===== src/rtl/fetch_pkg.sv =====
// Shared types and constants for the instruction-fetch sequencer.
// Holds the FSM encoding and the prefetch FIFO entry layout {pc, instr}.
package fetch_pkg;

   localparam int          INSTR_W          = 32;
   localparam int          ADDR_W           = 32;
   localparam logic [31:0] RESET_PC_DEFAULT = 32'h0000_0000;

   typedef enum logic {
      RUN   = 1'b0,
      FAULT = 1'b1
   } fetch_state_t;

   typedef struct packed {
      logic [ADDR_W-1:0]  pc;
      logic [INSTR_W-1:0] instr;
   } fifo_entry_t;

endpackage


===== src/rtl/fetch_fifo.sv =====
// Synchronous prefetch FIFO of {pc, instr} entries; flush beats push and pop.
// Storage is not reset, only pointers and occupancy.
module fetch_fifo
   import fetch_pkg::*;
#(
   parameter int DEPTH = 4
) (
   input  logic                   clk,
   input  logic                   rst_n,
   input  logic                   push,
   input  logic                   pop,
   input  logic                   flush,
   input  fifo_entry_t            din,
   output fifo_entry_t            head,
   output logic [$clog2(DEPTH):0] count
);

   localparam int             PW   = $clog2(DEPTH);
   localparam logic [PW:0]    FULL = (PW + 1)'(DEPTH);

   fifo_entry_t   mem [DEPTH];
   logic [PW-1:0] rd_ptr;
   logic [PW-1:0] wr_ptr;
   logic          do_push;
   logic          do_pop;

   assign do_push = push && !flush && (count < FULL);
   assign do_pop  = pop && !flush && (count != '0);
   assign head    = mem[rd_ptr];

   always_ff @(posedge clk) begin
      if (!rst_n || flush) begin
         rd_ptr <= '0;
         wr_ptr <= '0;
         count  <= '0;
      end else begin
         if (do_push) wr_ptr <= wr_ptr + 1'b1;
         if (do_pop)  rd_ptr <= rd_ptr + 1'b1;
         case ({do_push, do_pop})
            2'b10:   count <= count + 1'b1;
            2'b01:   count <= count - 1'b1;
            default: count <= count;
         endcase
      end
   end

   always_ff @(posedge clk) begin
      if (do_push) mem[wr_ptr] <= din;
   end

endmodule


===== src/rtl/imem_fetch_ctrl.sv =====
// Fetch PC owner and sequencer in front of a combinational instruction memory.
// Captures each word with its PC into a prefetch FIFO and serves decode via valid/ready.
module imem_fetch_ctrl
   import fetch_pkg::*;
#(
   parameter logic [31:0] RESET_PC  = RESET_PC_DEFAULT,
   parameter int          DEPTH     = 4,
   parameter int          MEM_WORDS = 64
) (
   input  logic                   clk,
   input  logic                   rst_n,
   input  logic                   fetch_en,
   output logic [ADDR_W-1:0]      imem_addr,
   input  logic [INSTR_W-1:0]     imem_instr,
   output logic                   out_valid,
   input  logic                   out_ready,
   output logic [INSTR_W-1:0]     out_instr,
   output logic [ADDR_W-1:0]      out_pc,
   input  logic                   redirect_valid,
   input  logic [ADDR_W-1:0]      redirect_pc,
   output logic                   fetch_fault,
   output logic [$clog2(DEPTH):0] fifo_count
);

   localparam int                  CW       = $clog2(DEPTH) + 1;
   localparam logic [CW-1:0]       FULL     = CW'(DEPTH);
   localparam logic [ADDR_W-1:0]   PC_LIMIT = ADDR_W'(4 * MEM_WORDS);

   fetch_state_t      state, state_nxt;
   logic [ADDR_W-1:0] fetch_pc, pc_nxt;
   logic              push;
   logic              pop;
   logic              in_range;
   fifo_entry_t       din;
   fifo_entry_t       head;

   assign imem_addr   = fetch_pc;
   assign in_range    = fetch_pc < PC_LIMIT;
   assign fetch_fault = (state == FAULT);
   assign out_valid   = (fifo_count != '0);
   assign pop         = out_valid && out_ready && !redirect_valid;
   assign din         = '{pc: fetch_pc, instr: imem_instr};
   assign out_instr   = out_valid ? head.instr : '0;
   assign out_pc      = out_valid ? head.pc    : '0;

   always_ff @(posedge clk) begin
      if (!rst_n) begin
         state    <= RUN;
         fetch_pc <= RESET_PC;
      end else begin
         state    <= state_nxt;
         fetch_pc <= pc_nxt;
      end
   end

   always_comb begin
      state_nxt = state;
      pc_nxt    = fetch_pc;
      push      = 1'b0;
      if (redirect_valid) begin
         state_nxt = RUN;
         pc_nxt    = redirect_pc & 32'hFFFF_FFFC;
      end else if (state == RUN && fetch_en) begin
         // Range check takes precedence so an out-of-range word never enters the FIFO.
         if (!in_range) begin
            state_nxt = FAULT;
         end else if (fifo_count < FULL) begin
            push   = 1'b1;
            pc_nxt = fetch_pc + 32'd4;
         end
      end
   end

   fetch_fifo #(
      .DEPTH (DEPTH)
   ) u_fifo (
      .clk   (clk),
      .rst_n (rst_n),
      .push  (push),
      .pop   (pop),
      .flush (redirect_valid),
      .din   (din),
      .head  (head),
      .count (fifo_count)
   );

endmodule


===== config.mk =====
export PLATFORM = sky130hd
export DESIGN_NAME = imem_fetch_ctrl
export DESIGN_NICKNAME = d
export VERILOG_FILES = /design/src/rtl/fetch_pkg.sv /design/src/rtl/fetch_fifo.sv /design/src/rtl/imem_fetch_ctrl.sv
export SDC_FILE = /design/constraint.sdc
export NUM_CORES = 1
export LEC_CHECK = 0
export CAP_MARGIN = 20
export CORE_UTILIZATION = 45
export CTS_CLUSTER_SIZE = 14
export DETAILED_ROUTE_END_ITERATION = 8
export PLACE_DENSITY = 0.68
export SKIP_LAST_GASP = 1
export SLEW_MARGIN = 20
export SYNTH_ARGS = -nofsm -noshare
export SYNTH_HDL_FRONTEND = slang
export SYNTH_SLANG_ARGS = --single-unit
export TNS_END_PERCENT = 50

===== constraint.sdc =====
create_clock -name clk -period 16.1 [get_ports clk]
set_input_delay 4.83 -clock clk [delete_from_list [all_inputs] [get_ports clk]]
set_output_delay 4.83 -clock clk [all_outputs]
set_load 0.02 [all_outputs]

Yosys cells after proc, flatten, opt, wreduce, memory -nomap -nowiden
Memories as Yosys holds them, arrays and structs flattened. A register that Yosys moved wholly into a read port is not among the register bits.
Index checks and enable logic that the tools add are counted.
{"block": "op_classes", "addsub": 5, "multipliers": 0, "n_div": 0, "n_lt_le_gt_ge": 2, "n_eq_ne": 2, "shifts": 0, "n_mux": 15, "n_bitwise": 3, "n_reduce_logical": 19}
{"operator": "two-way mux 32 bit", "count": 6}
{"operator": "adder 32 x 3 -> 32 bit (second input constant)", "count": 1}
{"operator": "less-than comparator 32 x 9 -> 1 bit (second input constant)", "count": 1}
{"operator": "nonzero test 2 bit", "count": 4}
{"operator": "logical AND 1 bit", "count": 7}
{"operator": "two-way mux 1 bit", "count": 6}
{"operator": "case mux 3 bit (2 select lines)", "count": 1}
{"operator": "AND reduction 3 bit", "count": 2}
{"operator": "adder 2 x 1 -> 2 bit (second input constant)", "count": 2}
{"operator": "two-way mux 2 bit", "count": 2}
{"operator": "adder 3 x 1 -> 3 bit (second input constant)", "count": 1}
{"operator": "less-than comparator 3 bit (second input constant)", "count": 1}
{"operator": "NOT 1 bit", "count": 3}
{"operator": "nonzero test 3 bit", "count": 1}
{"operator": "subtractor 3 x 1 -> 3 bit (second input constant)", "count": 1}
{"operator": "equality test 2 x 1 -> 1 bit (second input constant)", "count": 1}
{"operator": "equality test 2 bit (second input constant)", "count": 1}
{"operator": "zero test 1 bit", "count": 2}
{"operator": "AND reduction 2 bit", "count": 1}
{"operator": "OR reduction 2 bit", "count": 1}
{"operator": "logical OR 1 bit", "count": 1}
{"block": "word_totals", "reg_bits": 40, "latch_bits": 0, "ram_bits": 256, "romBits": 0, "input_bits": 69, "out_inout_bits": 101, "elab_cells": 53, "n_memories": 1}
{"memory": "u_fifo.mem", "depth": 4, "width": 64, "rd": 1, "rd_clocked_by_memory_dff": 1, "wr": 1, "line": "fetch_fifo.sv:21", "rtl": "fifo_entry_t mem [DEPTH];"}

Depth between registers and ports, before layout
Gate-level depths: netlist (run 1).
{"block": "logic_depth", "depth_word": 9, "ltp_mapped": 10, "mapped_depth_nobuf": 9}

Modules after synthesis
Synthesis (run 1) repeated with hierarchy kept, for this count alone.
{"block": "unflattened", "hier_cells": 604, "area_unflattened_um2": 11616.1}
{"module": "fetch_fifo", "instances": 1, "cells_each": 383, "area_each_um2": 9768.1, "seq_area_each_um2": 7867.5}
{"module": "imem_fetch_ctrl", "instances": 1, "cells_each": 221, "area_each_um2": 1848.0, "seq_area_each_um2": 620.6}

Worst setup path after synthesis (run 1)
No wires, ideal clock.
{"block": "synth_path", "path_type": "in2reg", "start": "input port redirect_valid", "end": "memory u_fifo.mem[0][0] in the netlist's numbering (enable)", "setup_time_ps": 482, "t_arrival_ps": 8114, "t_required_ps": 15618, "slack_ps": 7504, "path_stages": 5, "path_buffers": 2, "path_cell_list": "buf_2 -> inv_1 -> clkbuf_1 -> nand3_1 -> nor2_1"}
{"block": "synth_via", "elab_chain_len": 5, "word_cells_on_any_way": 6, "cone_classes": "mux: 3; reduce/logical: 3"}
{"item": "from (decl)", "line": "imem_fetch_ctrl.sv:19", "rtl": "input logic redirect_valid,"}
{"item": "two-way mux 1 bit / zero test 1 bit (equally long branches)", "line": "imem_fetch_ctrl.sv:60, fetch_fifo.sv:27"}
{"item": "logical AND 1 bit * (2 in a row)", "line": "fetch_fifo.sv:27", "rtl": "assign do_push = push && !flush && (count < FULL);"}
{"item": "two-way mux 1 bit *", "line": "fetch_fifo.sv:48", "rtl": "if (do_push) mem[wr_ptr] <= din;"}
{"item": "two-way mux 1 bit (not written as such) *", "line": "fetch_fifo.sv:48"}
{"item": "to (decl)", "line": "fetch_fifo.sv:21"}
Mark *: on every way between the ends. The rest lies on a longest branch, timed or not.

==> results.md, run 1 <==
* Outcome: finished, final reports clean
* Most frequent cells in the layout: edfxtp_1 (248), clkdlybuf4s50_1 (161), and2_1 (63)
* Clock Latency Late Sink at 0.53 ns
* CP Class: flip-flop to primary output
* Fillers at 1,860
* Worst setup SP type: flip-flop
* Vias per cell at 5.41
* Initial antenna violation count at 2
* Reg-to-Reg Start: imem_addr[31]
* Share of cells above drive strength 1 at 16.8%
* Setup crit end kind: primary output
* Worst Hold End: fetch_fault
* P_leak at 4.56 nW
* Most common cell after layout, fill and taps aside: edfxtp_1
* Pins over their slew limit at 0
* Power density cells at 109 nW/µm²
* Critical Path RT at 11.27 ns
* Hpwl dp at 13,600 µm
* Clock slew at reported path FFs at 0.06 ns
* CTS H-Tree Depth at 1
* GRT Overall Usage at 18.1%
* RSZ-0062 raised after global routing: false
* Worst path slowest cell: dfxtp_4
* Post-route ant nets at 0
* Worst-margin pin slew at 1.03 ns
* GRT Residual Overflow at 0
* Max FO, Critical Path at 36
* Nets at 842
* Sequential cell area fraction in the yosys report at 72.8%
* Routed wire per std cell at 20.7 µm
* Total of max-cap violations at 0
* Post-CTS setup repair buffer count at 0
* Hold_sp: fetch_fault
* Vias in the first global route at 6,528
* Port buffer count at 163
* Number of synthesized flops with an enable pin at 248
* Synth Flop Type: edfxtp_1
* YS warnings at 0
* Clock Sink Count at 288
* DIE AREA at 25,800 µm²
* Final WL at 23,000 µm
* Count of final setup violators at 0
* Synthesis-stage register bit count at 288
* Synth cell types at 39
* First-pass GRT wire length at 36,000 µm
* CORE AREA at 24,500 µm²
* Row cnt at 57
* DRT Pass-1 Iters at 4
* Critical path arrival at 3.34 ns
* Slew Limit Headroom at 31.7%
* Met2 global-route usage at 31.3%
* Post-route DRC at 0
* Place WS at 7.99 ns
* Vias at 6,015
* Worst R2R Path Depth at 5
* DRT iter0 DRCs at 401
* Worst R2R End: u_fifo.mem[1][54]
* Hold Buf Count CTS at 0
* Mean Syn Cell Area at 18.9 µm²
* Max Clk Rate at 122 MHz
* Multi-input logic area at 2900 µm²
* Fin Setup TNS at 0 ns
* Antenna Cells at 0
* Final GP Congestion at 0.751
* Largest net degree at the start of global routing at 66
* Num CTS Buffers at 29
* Resized cells post-CTS at 0
* Initial core utilization at 46.1%
* Synthesized instance count at 599
* Grt met1 use at 23.4%
* Area grow syn2layout at 25.7%
* Final period util at 50.7%
* Top-Level Pins at 170
* Total area of sequential cells at 8260 µm²
* CP cell instances: buf_4 -> mux4_2 -> and2_1 -> clkdlybuf4s50_1
* Final Hold Viols at 0
* CTS tree: done
* Register-to-Register Setup Slack at 12.57 ns
* Die W at 161 µm
* Clock Skews at 0.0134 ns
* Worst Hold Depth at 1
* Async set-reset flop share out of synthesis at 0%
* Root buf cell: clkbuf_16
* M3 GR Usage at 3.31%
* Clock period minus worst slack at 8.17 ns
* DIE HEIGHT at 161 µm
* Synthesized cell area at 11,300 µm²
* Slowest stage delay, CP at 0.85 ns
* Type of the most critical hold path: flip-flop to flip-flop
* Peak VDD IR at 0.0601 mV
* Worst setup margin at 7.93 ns
* Clk buf depth at 3
* GRT Max-Usage Layer: met2
how the worst max path moves through the flow:
stage / startpoint / endpoint / slack [ns] / depth (start not counted)
CTS: flip-flop / out_pc[29] / 7.78 / 4
finish: flip-flop / out_pc[29] / 7.93 / 4
global route: flip-flop / out_pc[29] / 7.67 / 4
floorplan: redirect_valid / u_fifo.mem[0][0] / 7.50 / 5
global placement: redirect_valid / u_fifo.mem[0][56] / 8.11 / 5
detailed placement: redirect_valid / u_fifo.mem[3][55] / 7.99 / 5
metrics by stage:
stage / instance area [µm²] / hold WS [ns] / util [%] / total power, mW / instances
6_report: 14200 / 0.531 / 58.0 / 1.55 / 1112
5_1_grt: 14200 / 0.553 / 58.0 / 1.59 / 1112
4_1_cts: 14200 / 0.527 / 58.0 / 1.56 / 1112
3_5_place_dp: 13300 / 0.508 / 54.1 / 0.901 / 1059
3_3_place_gp: 13300 / 0.491 / 54.1 / 0.898 / 1059
2_1_floorplan: 11300 / 0.483 / - / 0.866 / 602
worst max-delay path: cells and delay by family, from the launching register on:
kind | cells | cell delay (ns)
muxes | 1 | 0.58
DFF | 1 | 0.85
and+or+nand+nor | 1 | 0.19
buffers and inverters | 2 | 1.15
final cells by class:
type / count / share of cell area, %
Clock buffer: 33 / 5.21
Clock inverter: 20 / 1.47
Inverter: 13 / 0.343
Multi-Input combinational cell: 265 / 20.4
Sequential cell: 288 / 58.0
Tap cell: 324 / 2.85
Timing Repair Buffer: 169 / 11.7
layer usage:
layer  part of all wire, %  up-vias
li1                      -     2664
met1                    43     3089
met2                    50      217
met3                   5.5       43
met4                   1.8        2
met5                 0.052        -
logic make-up (layout without fill, tap and decap cells):
group                      after synthesis  after routing  synth area share, %
muxes                                   86             86                 14.5
adders and majority gates                7              7                0.840
AOI/OAI and AO/OA                       25             25                 1.37
xor gates and xnor gates                 5              5                0.387
DFF                                    288            288                 72.8
and+or+nand+nor                        138            138                 8.18
other                                    1              4               0.0331
buffers and inverters                   49            235                 1.89
state kept, by name, summed over array words and instances, names as in the netlist, named ones only:
name,cells
u_fifo.mem,248
u_fifo.count,3
u_fifo.rd_ptr,2
fetch_fault,1
u_fifo.wr_ptr,2
imem_addr,30
cell usage after synthesis (2+ instances only):
cell | count | area (µm²)
and4_1 | 3 | 26.3
clkbuf_1 | 19 | 71.3
nor2b_1 | 23 | 144
nor4_4 | 6 | 128
buf_2 | 12 | 60.1
nor2_1 | 16 | 60.1
mux4_2 | 62 | 1400
nand2b_1 | 2 | 12.5
nor4_1 | 4 | 25.0
ha_1 | 6 | 75.1
mux2i_1 | 24 | 240
edfxtp_1 | 248 | 7450
nand3_1 | 9 | 45.0
inv_1 | 13 | 48.8
and2_1 | 63 | 394
or3_1 | 2 | 12.5
dfxtp_1 | 40 | 801
o211ai_1 | 2 | 15.0
a211oi_1 | 4 | 30.0
xnor2_1 | 3 | 26.3
xor2_1 | 2 | 17.5
nand2_1 | 4 | 15.0
buf_4 | 4 | 30.0
o21ai_0 | 9 | 45.0
a21oi_1 | 5 | 25.0
where the power goes:
part	leakage, nW	internal [mW]	switching (mW)
registers	2.55	0.815	0.0117
logic	1.55	0.0320	0.0274
clock network	0.463	0.394	0.270
Note: power is estimated with default switching activity, not from simulation.
==> run 2: changes to the inputs <==
Settings changed: PLACE_DENSITY 0.68 to 0.71.
Clock period 16.1 ns to 7.4 ns, I/O delays scaled along.
==> results.md, run 2 (synthesis gave the netlist of run 1 again) <==
* Initial antenna violation count at 1
* Cell family with most CP delay: flip-flops
* Area grow syn2layout at 26.2%
* Type of the most critical hold path: flip-flop to flip-flop
* Vias in the first global route at 6,505
* RSZ-0062 raised after global routing: false
* Peak VDD IR at 0.162 mV
* Hold Buf Count CTS at 0
* CTS H-Tree Depth at 1
* Vias per cell at 5.32
* CP cell instances: buf_4 -> mux4_2 -> and2_1 -> clkdlybuf4s50_1
* Share of cells above drive strength 1 at 16.8%
* Fin Setup TNS at 0 ns
* Total of max-cap violations at 0
* Clock Skews at 0.0135 ns
* Post-CTS setup repair buffer count at 0
* DRT Pass-1 Iters at 4
* Worst setup SP type: flip-flop
* Worst-margin pin slew at 1.05 ns
* GRT Residual Overflow at 0
* Critical path arrival at 3.25 ns
* Final Hold Viols at 0
* DIE HEIGHT at 161 µm
* Worst setup margin at 1.93 ns
* Post-route ant nets at 0
* DIE AREA at 25,800 µm²
* CTS tree: done
* DRT iter0 DRCs at 302
* Port buffer count at 163
* Worst R2R Path Depth at 5
* Setup crit end kind: primary output
* Most frequent cells in the layout: edfxtp_1 (248), clkdlybuf4s50_1 (161), and2_1 (63)
* Largest net degree at the start of global routing at 66
* Clock slew at reported path FFs at 0.06 ns
* Row cnt at 57
* Count of final setup violators at 0
* Resized cells post-CTS at 0
* GRT Overall Usage at 17.5%
* Final GP Congestion at 0.781
* Num CTS Buffers at 28
* Vias at 5,936
* Initial core utilization at 46.1%
* Place WS at 1.99 ns
* Power density cells at 233 nW/µm²
* Worst path slowest cell: dfxtp_4
* Slowest stage delay, CP at 0.99 ns
* Hpwl dp at 13,300 µm
* First-pass GRT wire length at 35,300 µm
* Finished Core Util at 58.2%
* Post-route DRC at 0
* Max FO, Critical Path at 48
* P_leak at 4.58 nW
* Clock Sink Count at 288
* Pins over their slew limit at 0
* Outcome: finished, final reports clean
* Clock Latency Late Sink at 0.53 ns
* Worst path depth at 4
* Root buf cell: clkbuf_16
* CP Class: flip-flop to primary output
* Max reg flops at 248
* Top-Level Pins at 170
* Die W at 161 µm
* Finished Layout Cells at 1,115
* Final period util at 73.9%
* Nets at 844
* CORE AREA at 24,500 µm²
* Worst Hold Depth at 1
* Final Total Pwr at 3.33 mW
* Clk buf depth at 3
* Slew Limit Headroom at 29.5%
* Max Clk Rate at 183 MHz
* Final WL at 22,100 µm
* Critical Path RT at 5.18 ns
* Largest Register: u_fifo.mem
* Most common cell after layout, fill and taps aside: edfxtp_1
* Buf/Inv on CP at 2
* Placed Cells at 1,061
* Clock period minus worst slack at 5.47 ns
* Routed wire per std cell at 19.8 µm
-- run 2: layout make-up --
type                    instances  area, µm²
fillers                      1859      10200
flip-flops and latches        288       8260
multi-input cells             265       2900
repair buffers                172       1730
clock buffers                  44        872
well taps                     324        405
clock inverters                 8       67.6
inverters                      13       48.8
diodes                          1       2.50
-- run 2: path summary, 6_finish.rpt --
check | startpoint | to | slack [ns]
max | flip-flop | out_pc[27] | 1.93
min | fetch_fault | fetch_fault | 0.50
max reg2reg | imem_addr[31] | u_fifo.mem[0][53] | 3.95
min reg2reg | fetch_fault | fetch_fault | 0.50
-- run 2: through the flow --
step | hold WS [ns] | area [µm²]
floorplan | 0.483 | 11300
global placement | 0.494 | 13300
detailed placement | 0.481 | 13300
CTS | 0.501 | 14300
global route | 0.543 | 14300
finish | 0.502 | 14300
-- run 2: routing by layer --
| layer | track usage (%) | vias up | routed length [µm] |
|---|---|---|---|
| li1 | - | 2671 | - |
| met1 | 23.7 | 3038 | 9570 |
| met2 | 29.9 | 197 | 11000 |
| met3 | 2.71 | 30 | 1230 |
| met4 | 4.16 | 0 | 299 |
| met5 | 0 | - | 0 |
-- run 2: worst register-to-register path: cells and delay by family (launching register included) --
| family | cells | cell delay (ns) |
|---|---|---|
| and+or+nand+nor | 4 | 2.19 |
| buffers and inverters | 1 | 0.49 |
| DFF | 1 | 0.40 |
-- run 2: report_power, final --
part / switching [mW] / internal, mW / total, mW
clock: 0.564 / 0.843 / 1.41
sequential: 0.0249 / 1.77 / 1.80
combinational: 0.0585 / 0.0696 / 0.128
==> run 3: changes to the inputs <==
Settings changed: PLACE_DENSITY 0.71 to 0.68.
Clock period 7.4 ns to 5.2 ns, I/O delays scaled along.
==> results.md, run 3 (synthesis gave the netlist of run 1 again) <==
* Area grow syn2layout at 26.4%
* Largest Register: u_fifo.mem
* CTS tree: done
* Final period util at 85.2%
* Finished Layout Cells at 1,121
* Nets at 849
* DIE HEIGHT at 161 µm
* DIE AREA at 25,800 µm²
* CP Class: flip-flop to primary output
* Type of the most critical hold path: flip-flop to flip-flop
* Vias per cell at 5.29
* Hold Buf Count CTS at 0
* GRT Overall Usage at 17.5%
* Slew Limit Headroom at 36.1%
* Worst R2R End: u_fifo.count[2]
* Final Hold Viols at 0
* Hpwl dp at 13,400 µm
* Placed cell area at 13,300 µm²
* Post-route ant nets at 0
* P_leak at 4.61 nW
* Critical Path RT at 3.64 ns
* Critical path arrival at 2.87 ns
* Largest net degree at the start of global routing at 63
* Slowest stage delay, CP at 0.89 ns
* Worst Hold End: fetch_fault
* Worst Hold Depth at 1
* CTS H-Tree Depth at 1
* RSZ-0062 raised after global routing: false
* Max FO, Critical Path at 42
* DRT Pass-1 Iters at 5
* Resized cells post-CTS at 0
* Pins over their slew limit at 0
* Post-route design area at 14,300 µm²
* Clock Latency Late Sink at 0.52 ns
* Buf/Inv on CP at 2
* Share of cells above drive strength 1 at 17.4%
* Initial core utilization at 46.1%
* First-pass GRT wire length at 34,700 µm
* Final WL at 22,400 µm
* Vias at 5,926
* Reg-to-Reg Start: imem_addr[31]
* Max reg flops at 248
* Placed Cells at 1,066
* Place WS at 1.09 ns
* Setup crit end kind: primary output
* Worst path slowest cell: or3_2
* Die W at 161 µm
* Clock Skews at 0.0121 ns
* Register-to-Register Setup Slack at 2.32 ns
* CORE AREA at 24,500 µm²
* Clock Sink Count at 288
* DRT iter0 DRCs at 380
* Port buffer count at 163
* Clock period minus worst slack at 4.43 ns
* Num CTS Buffers at 29
* Most common cell after layout, fill and taps aside: edfxtp_1
* Top-Level Pins at 170
* Max Clk Rate at 226 MHz
* Hold_sp: fetch_fault
* Clk buf depth at 3
* Post-route DRC at 0
* Worst setup margin at 0.771 ns
* Post-CTS setup repair buffer count at 0
* Cell family with most CP delay: simple AND/OR/NAND/NOR gates
* Worst R2R Path Depth at 9
* Fin Setup TNS at 0 ns
* GRT Residual Overflow at 0
* Total of max-cap violations at 0
* Vias in the first global route at 6,227
* Row cnt at 57
* Clock slew at reported path FFs at 0.06 ns
* Power density cells at 335 nW/µm²
* Peak VDD IR at 0.257 mV
* Root buf cell: clkbuf_16
* Worst setup SP type: flip-flop
* Initial antenna violation count at 2
* Count of final setup violators at 0
* Most frequent cells in the layout: edfxtp_1 (248), clkdlybuf4s50_1 (162), and2_1 (63)
* Worst-margin pin slew at 0.959 ns
* Finished Core Util at 58.4%
* Routed wire per std cell at 20.0 µm
* Outcome: finished, final reports clean
* Final GP Congestion at 0.726
* CP cell instances: or3_2 -> buf_4 -> and2_1 -> clkdlybuf4s50_1
## run 3: changes by cell type in the layout (fill, tap and decap cells not counted), moves of 2 or more
cell / delta
buf_4: +6
clkbuf_8: +4
clkbuf_4: -2
clkinv_1: -2
clkbuf_16: -2
## run 3: final cells by class
cell class	count	area, µm²
diodes	2	5.00
clock buffers	45	866
fillers	1883	10200
repair buffers	176	1740
multi-input cells	265	2900
inverters	13	48.8
well taps	324	405
flip-flops and latches	288	8260
clock inverters	8	96.3
## run 3: power breakdown
part / leakage (nW) / switching, mW / internal, mW
logic: 1.58 / 0.0824 / 0.100
registers: 2.55 / 0.0359 / 2.52
clock network: 0.473 / 0.813 / 1.24
## run 3: metrics by stage
stage | total power, mW | hold slack, ns
3_3_place_gp | 2.78 | 0.496
4_1_cts | 4.84 | 0.503
2_1_floorplan | 2.68 | 0.483
6_report | 4.79 | 0.499
3_5_place_dp | 2.79 | 0.486
5_1_grt | 4.94 | 0.529
## run 3: how the worst max path moves through the flow
| stage | start | endpoint | depth (start not counted) |
|---|---|---|---|
| final | u_fifo.count[0] | out_instr[15] | 4 |
| after global routing | flip-flop | out_pc[29] | 4 |
| after CTS | flip-flop | out_pc[13] | 4 |
| after detailed placement | fetch_en | u_fifo.count[2] | 9 |
| after global placement | fetch_en | u_fifo.count[2] | 9 |
| after floorplan | redirect_valid | u_fifo.mem[0][0] | 5 |
## run 3: routing by layer
metal,track usage (%),wire length (µm),vias up
met2,29.1,10900,180
met3,3.15,1250,27
met5,0,17,-
li1,-,-,2679
met1,24.2,9890,3038
met4,3.55,300,2
